<file path="src/rtl/fft_addr_gen_if.sv">
// Bundle between the FFT control/datapath side and the address generator.
//
// Handshake: the generator raises addr_valid together with a complete address set
// (a_*, b_*, tw_idx, stage). An address set is consumed on every rising clk edge where
// addr_valid && addr_ready. While addr_valid is high and addr_ready is low, the generator
// holds every output stable. addr_ready is ignored while addr_valid is low. addr_valid
// never depends on addr_ready in the same cycle.
interface fft_addr_gen_if #(
    parameter int LOG2N  = 8,
    parameter int ADDR_W = LOG2N + 1
);
    // control side -> generator
    logic              start;
    logic [1:0]        mode;
    logic              abort;
    logic              addr_ready;

    // generator -> control/datapath side
    logic              addr_valid;
    logic [ADDR_W-1:0] a_real;
    logic [ADDR_W-1:0] a_imag;
    logic [ADDR_W-1:0] b_real;
    logic [ADDR_W-1:0] b_imag;
    logic [LOG2N-2:0]  tw_idx;
    logic [3:0]        stage;
    logic              busy;
    logic              done;

    // Control FSM / datapath view
    modport master (
        output start, mode, abort, addr_ready,
        input  addr_valid, a_real, a_imag, b_real, b_imag, tw_idx, stage, busy, done
    );

    // Address generator view
    modport slave (
        input  start, mode, abort, addr_ready,
        output addr_valid, a_real, a_imag, b_real, b_imag, tw_idx, stage, busy, done
    );
endinterface

</file>
<file path="src/rtl/fft_addr_gen.sv">
// Address sequencer for an in-place radix-2 DIF FFT.
// Three phases: natural-order load, butterfly compute (A/B pair + twiddle index),
// bit-reversed unload. Real bank lives at [0,N), imag bank at [N,2N).
// All outputs are registered; the next address set is computed combinationally from
// the next counter values and loaded on start or on each handshake.
module fft_addr_gen #(
    parameter int LOG2N  = 8,
    parameter int ADDR_W = LOG2N + 1
) (
    input  logic                 clk,
    input  logic                 nrst,
    fft_addr_gen_if.slave        bus,
    output logic [2:0]           state_o
);

    localparam int N    = 1 << LOG2N;
    localparam int TW_W = LOG2N - 1;

    localparam logic [LOG2N-1:0]  K_LAST   = '1;
    localparam logic [TW_W-1:0]   J_LAST   = '1;
    localparam logic [3:0]        S_LAST   = 4'(LOG2N - 1);
    // Imag address = real address with bit LOG2N set (real addresses are always < N)
    localparam logic [ADDR_W-1:0] IMAG_BIT = ADDR_W'(N);

    typedef enum logic [2:0] {
        ST_IDLE = 3'd0,
        ST_LOAD = 3'd1,
        ST_COMP = 3'd2,
        ST_UNLD = 3'd3,
        ST_DONE = 3'd4
    } state_t;

    // ------------------------------------------------------------------
    // State and counters
    // ------------------------------------------------------------------
    state_t            state_q;
    logic [LOG2N-1:0]  k_q;      // LOAD/UNLD sample counter
    logic [3:0]        s_q;      // COMP stage counter
    logic [TW_W-1:0]   j_q;      // COMP butterfly counter

    // Registered outputs
    logic              addr_valid_q;
    logic [ADDR_W-1:0] a_real_q;
    logic [ADDR_W-1:0] a_imag_q;
    logic [ADDR_W-1:0] b_real_q;
    logic [ADDR_W-1:0] b_imag_q;
    logic [TW_W-1:0]   tw_q;
    logic [3:0]        stage_q;
    logic              busy_q;
    logic              done_q;

    // Next counter values and the phase they belong to
    state_t            sel_d;
    logic [LOG2N-1:0]  k_d;
    logic [3:0]        s_d;
    logic [TW_W-1:0]   j_d;

    // Next address set
    logic [ADDR_W-1:0] a_real_d;
    logic [ADDR_W-1:0] b_real_d;
    logic [TW_W-1:0]   tw_d;

    // Compute-phase arithmetic scratch
    logic [31:0]       s_i;
    logic [31:0]       j_i;
    logic [31:0]       span_i;
    logic [31:0]       p_i;
    logic [31:0]       g_i;
    logic [31:0]       ca_i;
    logic [31:0]       tw_i;
    logic [LOG2N-1:0]  br_k;

    logic              hs;
    logic              last_k;
    logic              last_c;

    assign hs     = addr_valid_q & bus.addr_ready;
    assign last_k = (k_q == K_LAST);
    assign last_c = (s_q == S_LAST) && (j_q == J_LAST);

    // Next counters: zero when a phase is being entered, advance by one on a handshake
    always_comb begin
        sel_d = state_q;
        k_d   = k_q;
        s_d   = s_q;
        j_d   = j_q;
        if (state_q == ST_IDLE) begin
            k_d = '0;
            s_d = '0;
            j_d = '0;
            unique case (bus.mode)
                2'b01:   sel_d = ST_LOAD;
                2'b10:   sel_d = ST_COMP;
                2'b11:   sel_d = ST_UNLD;
                default: sel_d = ST_IDLE;
            endcase
        end else if (hs) begin
            k_d = k_q + LOG2N'(1);
            if (j_q == J_LAST) begin
                j_d = '0;
                s_d = s_q + 4'd1;
            end else begin
                j_d = j_q + TW_W'(1);
            end
        end
    end

    // Address set for the next counter values in the selected phase
    always_comb begin
        br_k = '0;
        for (int i = 0; i < LOG2N; i++) begin
            br_k[i] = k_d[LOG2N-1-i];
        end

        // Butterfly pair: span halves each stage, g selects the group, p the offset
        s_i    = 32'(s_d);
        j_i    = 32'(j_d);
        span_i = 32'(N) >> (s_i + 32'd1);
        p_i    = j_i & (span_i - 32'd1);
        g_i    = j_i >> (32'(LOG2N) - 32'd1 - s_i);
        ca_i   = (g_i * 32'd2 * span_i) + p_i;
        tw_i   = p_i << s_i;

        a_real_d = '0;
        b_real_d = '0;
        tw_d     = '0;
        unique case (sel_d)
            ST_LOAD: begin
                a_real_d = ADDR_W'(k_d);
                b_real_d = ADDR_W'(k_d);
            end
            ST_UNLD: begin
                a_real_d = ADDR_W'(br_k);
                b_real_d = ADDR_W'(br_k);
            end
            ST_COMP: begin
                a_real_d = ADDR_W'(ca_i);
                b_real_d = ADDR_W'(ca_i + span_i);
                tw_d     = TW_W'(tw_i);
            end
            default: begin
                a_real_d = '0;
                b_real_d = '0;
                tw_d     = '0;
            end
        endcase
    end

    // Phase FSM with registered outputs; abort wins over handshake and start
    always_ff @(posedge clk or negedge nrst) begin
        if (!nrst) begin
            state_q      <= ST_IDLE;
            k_q          <= '0;
            s_q          <= '0;
            j_q          <= '0;
            addr_valid_q <= 1'b0;
            a_real_q     <= '0;
            a_imag_q     <= '0;
            b_real_q     <= '0;
            b_imag_q     <= '0;
            tw_q         <= '0;
            stage_q      <= '0;
            busy_q       <= 1'b0;
            done_q       <= 1'b0;
        end else if (bus.abort) begin
            state_q      <= ST_IDLE;
            k_q          <= '0;
            s_q          <= '0;
            j_q          <= '0;
            addr_valid_q <= 1'b0;
            a_real_q     <= '0;
            a_imag_q     <= '0;
            b_real_q     <= '0;
            b_imag_q     <= '0;
            tw_q         <= '0;
            stage_q      <= '0;
            busy_q       <= 1'b0;
            done_q       <= 1'b0;
        end else begin
            unique case (state_q)
                ST_IDLE: begin
                    done_q <= 1'b0;
                    // mode 00 decodes to ST_IDLE and is ignored
                    if (bus.start && (sel_d != ST_IDLE)) begin
                        state_q      <= sel_d;
                        k_q          <= k_d;
                        s_q          <= s_d;
                        j_q          <= j_d;
                        addr_valid_q <= 1'b1;
                        busy_q       <= 1'b1;
                        a_real_q     <= a_real_d;
                        a_imag_q     <= a_real_d | IMAG_BIT;
                        b_real_q     <= b_real_d;
                        b_imag_q     <= b_real_d | IMAG_BIT;
                        tw_q         <= tw_d;
                        stage_q      <= '0;
                    end
                end

                ST_LOAD, ST_UNLD, ST_COMP: begin
                    if (hs) begin
                        if ((state_q == ST_COMP) ? last_c : last_k) begin
                            // Final set consumed: one-cycle DONE, outputs back to idle values
                            state_q      <= ST_DONE;
                            k_q          <= '0;
                            s_q          <= '0;
                            j_q          <= '0;
                            addr_valid_q <= 1'b0;
                            done_q       <= 1'b1;
                            a_real_q     <= '0;
                            a_imag_q     <= '0;
                            b_real_q     <= '0;
                            b_imag_q     <= '0;
                            tw_q         <= '0;
                            stage_q      <= '0;
                        end else begin
                            k_q      <= k_d;
                            s_q      <= s_d;
                            j_q      <= j_d;
                            a_real_q <= a_real_d;
                            a_imag_q <= a_real_d | IMAG_BIT;
                            b_real_q <= b_real_d;
                            b_imag_q <= b_real_d | IMAG_BIT;
                            tw_q     <= tw_d;
                            stage_q  <= (state_q == ST_COMP) ? s_d : 4'd0;
                        end
                    end
                end

                ST_DONE: begin
                    state_q <= ST_IDLE;
                    done_q  <= 1'b0;
                    busy_q  <= 1'b0;
                end

                default: begin
                    state_q      <= ST_IDLE;
                    addr_valid_q <= 1'b0;
                    busy_q       <= 1'b0;
                    done_q       <= 1'b0;
                end
            endcase
        end
    end

    assign bus.addr_valid = addr_valid_q;
    assign bus.a_real     = a_real_q;
    assign bus.a_imag     = a_imag_q;
    assign bus.b_real     = b_real_q;
    assign bus.b_imag     = b_imag_q;
    assign bus.tw_idx     = tw_q;
    assign bus.stage      = stage_q;
    assign bus.busy       = busy_q;
    assign bus.done       = done_q;
    assign state_o        = state_q;

endmodule
</file>
<file path="src/flat_wrapper.sv">
// flat-port wrapper written by rule: the top's interface ports become plain ports
module fft_addr_gen_flat 
#(
    parameter int LOG2N  = 8,
    parameter int ADDR_W = LOG2N + 1
)
  (clk, nrst, state_o, bus_start, bus_mode, bus_abort, bus_addr_ready, bus_addr_valid, bus_a_real, bus_a_imag, bus_b_real, bus_b_imag, bus_tw_idx, bus_stage, bus_busy, bus_done);
  fft_addr_gen_if #(.LOG2N(LOG2N), .ADDR_W(ADDR_W)) bus_i ();
  input  logic clk;
  input  logic nrst;
  output logic [2:0] state_o;
  input wire logic [$bits(bus_i.start)-1:0] bus_start;
  input wire logic [$bits(bus_i.mode)-1:0] bus_mode;
  input wire logic [$bits(bus_i.abort)-1:0] bus_abort;
  input wire logic [$bits(bus_i.addr_ready)-1:0] bus_addr_ready;
  output wire logic [$bits(bus_i.addr_valid)-1:0] bus_addr_valid;
  output wire logic [$bits(bus_i.a_real)-1:0] bus_a_real;
  output wire logic [$bits(bus_i.a_imag)-1:0] bus_a_imag;
  output wire logic [$bits(bus_i.b_real)-1:0] bus_b_real;
  output wire logic [$bits(bus_i.b_imag)-1:0] bus_b_imag;
  output wire logic [$bits(bus_i.tw_idx)-1:0] bus_tw_idx;
  output wire logic [$bits(bus_i.stage)-1:0] bus_stage;
  output wire logic [$bits(bus_i.busy)-1:0] bus_busy;
  output wire logic [$bits(bus_i.done)-1:0] bus_done;
  assign bus_i.start = bus_start;
  assign bus_i.mode = bus_mode;
  assign bus_i.abort = bus_abort;
  assign bus_i.addr_ready = bus_addr_ready;
  assign bus_addr_valid = bus_i.addr_valid;
  assign bus_a_real = bus_i.a_real;
  assign bus_a_imag = bus_i.a_imag;
  assign bus_b_real = bus_i.b_real;
  assign bus_b_imag = bus_i.b_imag;
  assign bus_tw_idx = bus_i.tw_idx;
  assign bus_stage = bus_i.stage;
  assign bus_busy = bus_i.busy;
  assign bus_done = bus_i.done;
  fft_addr_gen #(.LOG2N(LOG2N), .ADDR_W(ADDR_W)) u_core (.clk(clk), .nrst(nrst), .bus(bus_i), .state_o(state_o));
endmodule
</file>
<file path="config.mk">
export PLATFORM = sky130hd
export DESIGN_NAME = fft_addr_gen_flat
export DESIGN_NICKNAME = d
export VERILOG_FILES = /design/src/rtl/fft_addr_gen_if.sv /design/src/rtl/fft_addr_gen.sv /design/src/flat_wrapper.sv
export SDC_FILE = /design/constraint.sdc
export NUM_CORES = 1
export LEC_CHECK = 0
export CAP_MARGIN = 10
export CORE_UTILIZATION = 55
export DETAILED_ROUTE_END_ITERATION = 16
export PLACE_DENSITY = 0.87
export SYNTH_ARGS = -nofsm -noshare
export SYNTH_HDL_FRONTEND = slang
export SYNTH_SLANG_ARGS = --single-unit
export TNS_END_PERCENT = 10
</file>
<file path="constraint.sdc">
create_clock -name clk -period 7.4 [get_ports clk]
set_clock_uncertainty 0.05 [all_clocks]
set_input_delay 1.48 -clock clk [delete_from_list [all_inputs] [get_ports clk]]
set_output_delay 1.48 -clock clk [all_outputs]
set_load 0.005 [all_outputs]
</file>
* After elaboration in Yosys (flattened, before gate mapping) *
Index checks and enable logic that the tools add are counted.

operators by class
  order comparisons = 0
  eq/ne operators = 18
  multiplexer cells = 75
  $mul = 1
  reductions and logical operators = 11
  shift operators = 3
  divide/modulo/power cells = 0
  bitwise gates (word level) = 2
  add/sub/neg operators = 8

operators with widths
  operator                 number
  $mux W9                  16
  $mux W7                  12
  $pmux W9 S2              4
  $pmux W9 S3              2
  $mux W4                  12
  $mux W8                  5
  $and A7 B32 Y32          1
  $mul A31 B32 Y8          1
  $shl A32 B4 Y7           1
  $shr A7 B32 Y31          1
  $shr A9 B5 Y32 const A   1
  $sub A32 B1 Y32 const B  1
  $pmux W7 S2              2
  $add A9 B9 Y9            2
  $pmux W4 S2              2
  $pmux W8 S2              1
  $mux W3                  5
  $eq A3 B2 Y1 const B     4
  $mux W1                  10
  $add A8 B1 Y8 const B    1
  $eq A8 B8 Y1 const B     1
  $add A7 B1 Y7 const B    1
  $eq A7 B7 Y1 const B     1
  $eq A3 B1 Y1 const B     2
  22 further kinds         29

word-level totals
  ROM bits = 0
  word-level logic and storage cells = 131
  bits in latches = 0
  memories = 0
  bits in writable memories = 0
  register bits after elaboration = 72

* Logic depth before layout (Yosys ltp) *
  word-level depth = 15
  mapped depth = 29
  gate-level depth less buffers = 27

* Least setup slack after synthesis *
OpenSTA, ideal clock, no wires.

  path kind = in2reg
  start = in bus_addr_ready
  end = reg u_core.b_real_q[8] (netlist: u_core.bus.b_real[8])
  arrival = 7043 ps
  slack = 186 ps
  stages on the path = 24
  library setup time = 121 ps
  cell sequence = nand4_2 -> or3_4 -> a21oi_2 -> mux2i_1 -> a2111oi_4 -> a211oi_1 -> nor2_1 -> fa_1 -> fa_1 -> ha_1 -> inv_1 -> fa_1 -> inv_1 -> ha_1 -> xor2_1 -> ha_1 -> a21oi_1 -> xnor2_1 -> ha_1 -> or3_1 -> o21ai_0 -> a21oi_1 -> xnor2_1 -> a22o_1

on the way
  word-level cells in the longest chain between the ends = 14
  elaborated cells on any way between the ends = 22

RTL lines
  item                                                                      line                 source
  start, declared                                                           flat_wrapper.sv:15   input wire logic [$bits(bus_i.addr_ready)-1:0] bus_addr_ready;
  $and A1 B1 Y1 (*)                                                         fft_addr_gen.sv:77   assign hs = addr_valid_q & bus.addr_ready;
  parallel branches: the longest is 13 deep, another holds $mul A31 B32 Y8  --
  end signal, assigned                                                      fft_addr_gen.sv:193  b_real_q <= b_real_d;
  end signal, assigned                                                      fft_addr_gen.sv:222  b_real_q <= b_real_d;
  end, declared                                                             fft_addr_gen.sv:45   logic [ADDR_W-1:0] b_real_q;

Every way passes the cells marked *. The select of a mux whose other input is x is not followed.
A chain may end at the register's enable or synchronous reset.

* Final worst setup path *
Same ends and word-level chain as after synthesis.

==> flow_summary.ini <==
[detailed_routing]
drt-initial-drc-count = 492
routedWlPerCell_um = 19.2
antenna_left = 0
vias = 4979
vias_per_cell = 6.33
totalWireLength_um = 15100
dr.pass1.iters = 5
drc = 0

[sta]
hold_viol = 0
setup_viol = 0
setup_slack_ns = 0.185
tightest_slew_ns = 1.19
drv_slew = 0
max_freq_ghz = 0.139
fin_crit_sh = 0.975
max_slew_margin = 0.205
period_needed_ns = 7.21

[clock_tree]
cts.htree.levels = 2
cts_hold_buf = 0
tritoncts = done
root_buffer = clkbuf_8
cts.clk_slew.worst_paths_ns = 0.11
clockBufferDepth = 2
cts_buffers = 5
clkSinkCount = 55
clkLatencyLatePin_ns = 0.33

[layout]
instances_no_fill = 787
syn_to_final_growth_pct = 26.8
final_cell_mix = 89 x buf_4, 57 x clkdlybuf4s50_1, 55 x dfrtp_1
drive_gt1_frac = 0.197
antenna_cells = 0
nets = 732
mostFrequentLayoutCell = buf_4
fillers = 659

[place]
place_congestion = 0.947
dp_slack_ns = -0.604
io_buffers = 59
hpwlAfterDp_um = 11600
place_inst = 777

[logic_synthesis]
synth-seq-area-share = 0.279
synth.largest_area_cell = dfrtp_1
yosysUniqueCellTypes = 75
synth_nets = 620
ys_ff_latch = 55
synth_top_flop_cell = dfrtp_1
yosysWarnings = 0
synth_area_leaders = dfrtp_1 28%, ha_1 8.4%, fa_1 5.7%, a22o_1 4.4%, o21ai_0 4.3%
yosys.area.top_type_share = 0.279
ys_async_sr_fraction = 1.00
synth_edf_count = 0
syn_area_mm2 = 0.00493
synth_area_per_cell_um2 = 8.71
synthCells = 566

[global_routing]
grt_pass1_vias = 4925
grt_pass1_wl_um = 25000
grt_start_max_net_pins = 56
grt_use_total = 0.330
grt-ovfl-total = 0
antenna_found_initial = 0

[power_and_ir_drop]
fin_total_pwr_w = 0.000621
cellPowerDensity_mw_per_mm2 = 99.4
max-vdd-ir-drop_mv = 0.0814
p_leak_nw = 2.89

[run_status]
run_status = finished, final reports clean

[setup_path]
worst-setup-path-type = input pin to flip-flop
arrival_ns = 7.39
critPathCaptureType = flip-flop
start_kind = input pin
worst-endpoint-required_ns = 7.57
critPathMaxFanout = 4

[floorplanning]
rows = 34
coreArea_mm2 = 0.00868
start_util = 0.568
die_w_um = 96.7
ioPinCount = 60
dieArea_mm2 = 0.00935
die_height_um = 96.7

[min_path]
hold_path_class = flip-flop to flip-flop

[flow_run]
drv_cap = 0
[layout make-up]
cell class	instances	area, µm²	area share
tap	108	135	0.0216
timing repair buffer	148	1250	0.200
sequential	55	1380	0.220
clock buffer	5	68.8	0.0110
clock inverter	3	28.8	0.00460
inverter	32	120	0.0192
multi-input combinational	436	3270	0.524
[what timing repair did]
action / in CTS / in global routing
gates resized for setup: 3 / 11
setup buffers: 0 / 2
endpoints found under the setup margin: 3 / 3
pin swaps: 1 / 5
[registers in the layout (all words and copies together) (netlist names), 3 cells and up]
name / cells
u_core.bus.a_real: 9
u_core.bus.b_imag: 8
u_core.k_q: 8
u_core.bus.tw_idx: 7
u_core.j_q: 7
u_core.bus.stage: 4
u_core.s_q: 4
u_core.state_o: 3
[layer usage]
layer / vias up / global-route usage / share of wire
li1: 2260 / - / -
met1: 2419 / 0.450 / 0.43
met2: 258 / 0.531 / 0.47
met3: 42 / 0.0412 / 0.071
met4: 0 / 0.138 / 0.033
met5: - / 0 / 0
[Yosys cell counts, types with 12 or more instances]
| cell type | instances |
|---|---|
| dfrtp_1 | 55 |
| nor2_1 | 55 |
| o21ai_0 | 42 |
| nand2_1 | 41 |
| ha_1 | 33 |
| inv_1 | 30 |
| a21oi_1 | 27 |
| a22o_1 | 25 |
| xnor2_1 | 19 |
| nand3_1 | 18 |
| buf_4 | 17 |
| nor3_1 | 16 |
| fa_1 | 14 |
| clkbuf_1 | 13 |
| a21o_1 | 12 |
[path summary, 6_finish.rpt]
kind                                      startpoint                    to  slack [ns]  cells past startpoint
max in group asynchronous                       nrst   u_core.bus.stage[2]        5.59                      2
worst max register to register         u_core.j_q[0]  u_core.bus.b_real[8]        0.61                     28
worst max-delay path                  bus_addr_ready  u_core.bus.b_real[8]        0.19                     28
worst min-delay path            u_core.bus.a_real[8]  u_core.bus.a_real[8]        0.45                      2
worst min register to register  u_core.bus.a_real[8]  u_core.bus.a_real[8]        0.45                      2
min in group asynchronous                       nrst       u_core.bus.busy        1.24                      2
[kinds of logic (layout without fill, tap and decap cells)]
| kind of cell | Yosys count | count (layout) | share of synthesized area |
|---|---|---|---|
| and+or+nand+nor | 180 | 180 | 0.186 |
| buffers and inverters | 75 | 188 | 0.0756 |
| AOI/OAI and AO/OA | 173 | 173 | 0.249 |
| xor gates and xnor gates | 28 | 28 | 0.0497 |
| DFF | 55 | 55 | 0.279 |
| adders and majority gates | 47 | 47 | 0.141 |
| other | 1 | 1 | 0.000761 |
| muxes | 7 | 7 | 0.0190 |
[where the power goes]
part | internal, W | switching [W] | total (W)
combinational | 0.0000405 | 0.0000777 | 0.000118
clock | 0.0000706 | 0.000115 | 0.000186
sequential | 0.000307 | 0.0000107 | 0.000317
total | 0.000418 | 0.000204 | 0.000621
[critical path, cell delays in order]
cell	delay, ns
clkbuf_2	0.13
nand4_4	0.12
or3_4	0.42
a21o_1	0.18
or3_4	0.39
buf_4	0.16
nor2_1	0.16
a211oi_2	0.10
buf_4	0.15
nand2b_1	0.15
fa_1	0.49
inv_1	0.05
ha_1	0.30
ha_1	0.29
inv_1	0.06
fa_1	0.54
inv_1	0.07
ha_4	0.25
xor2_1	0.16
ha_1	0.36
a21oi_2	0.21
xnor2_2	0.09
ha_2	0.20
or3_1	0.39
o21ai_0	0.09
a21oi_1	0.07
xnor2_1	0.15
a22o_1	0.19
[metrics by stage]
stage               cell area [µm²]  setup TNS (ns)   util  hold slack [ns]
finish                         6250               0  0.720            0.454
global route                   6250         -0.0120  0.720            0.488
CTS                            6170               0  0.711            0.456
detailed placement             6060           -1.78  0.699            0.431
global placement               6060           -1.05  0.699            0.426
floorplan                      4930               0      -            0.423
No activity file was read; power rests on OpenSTA's default activity.
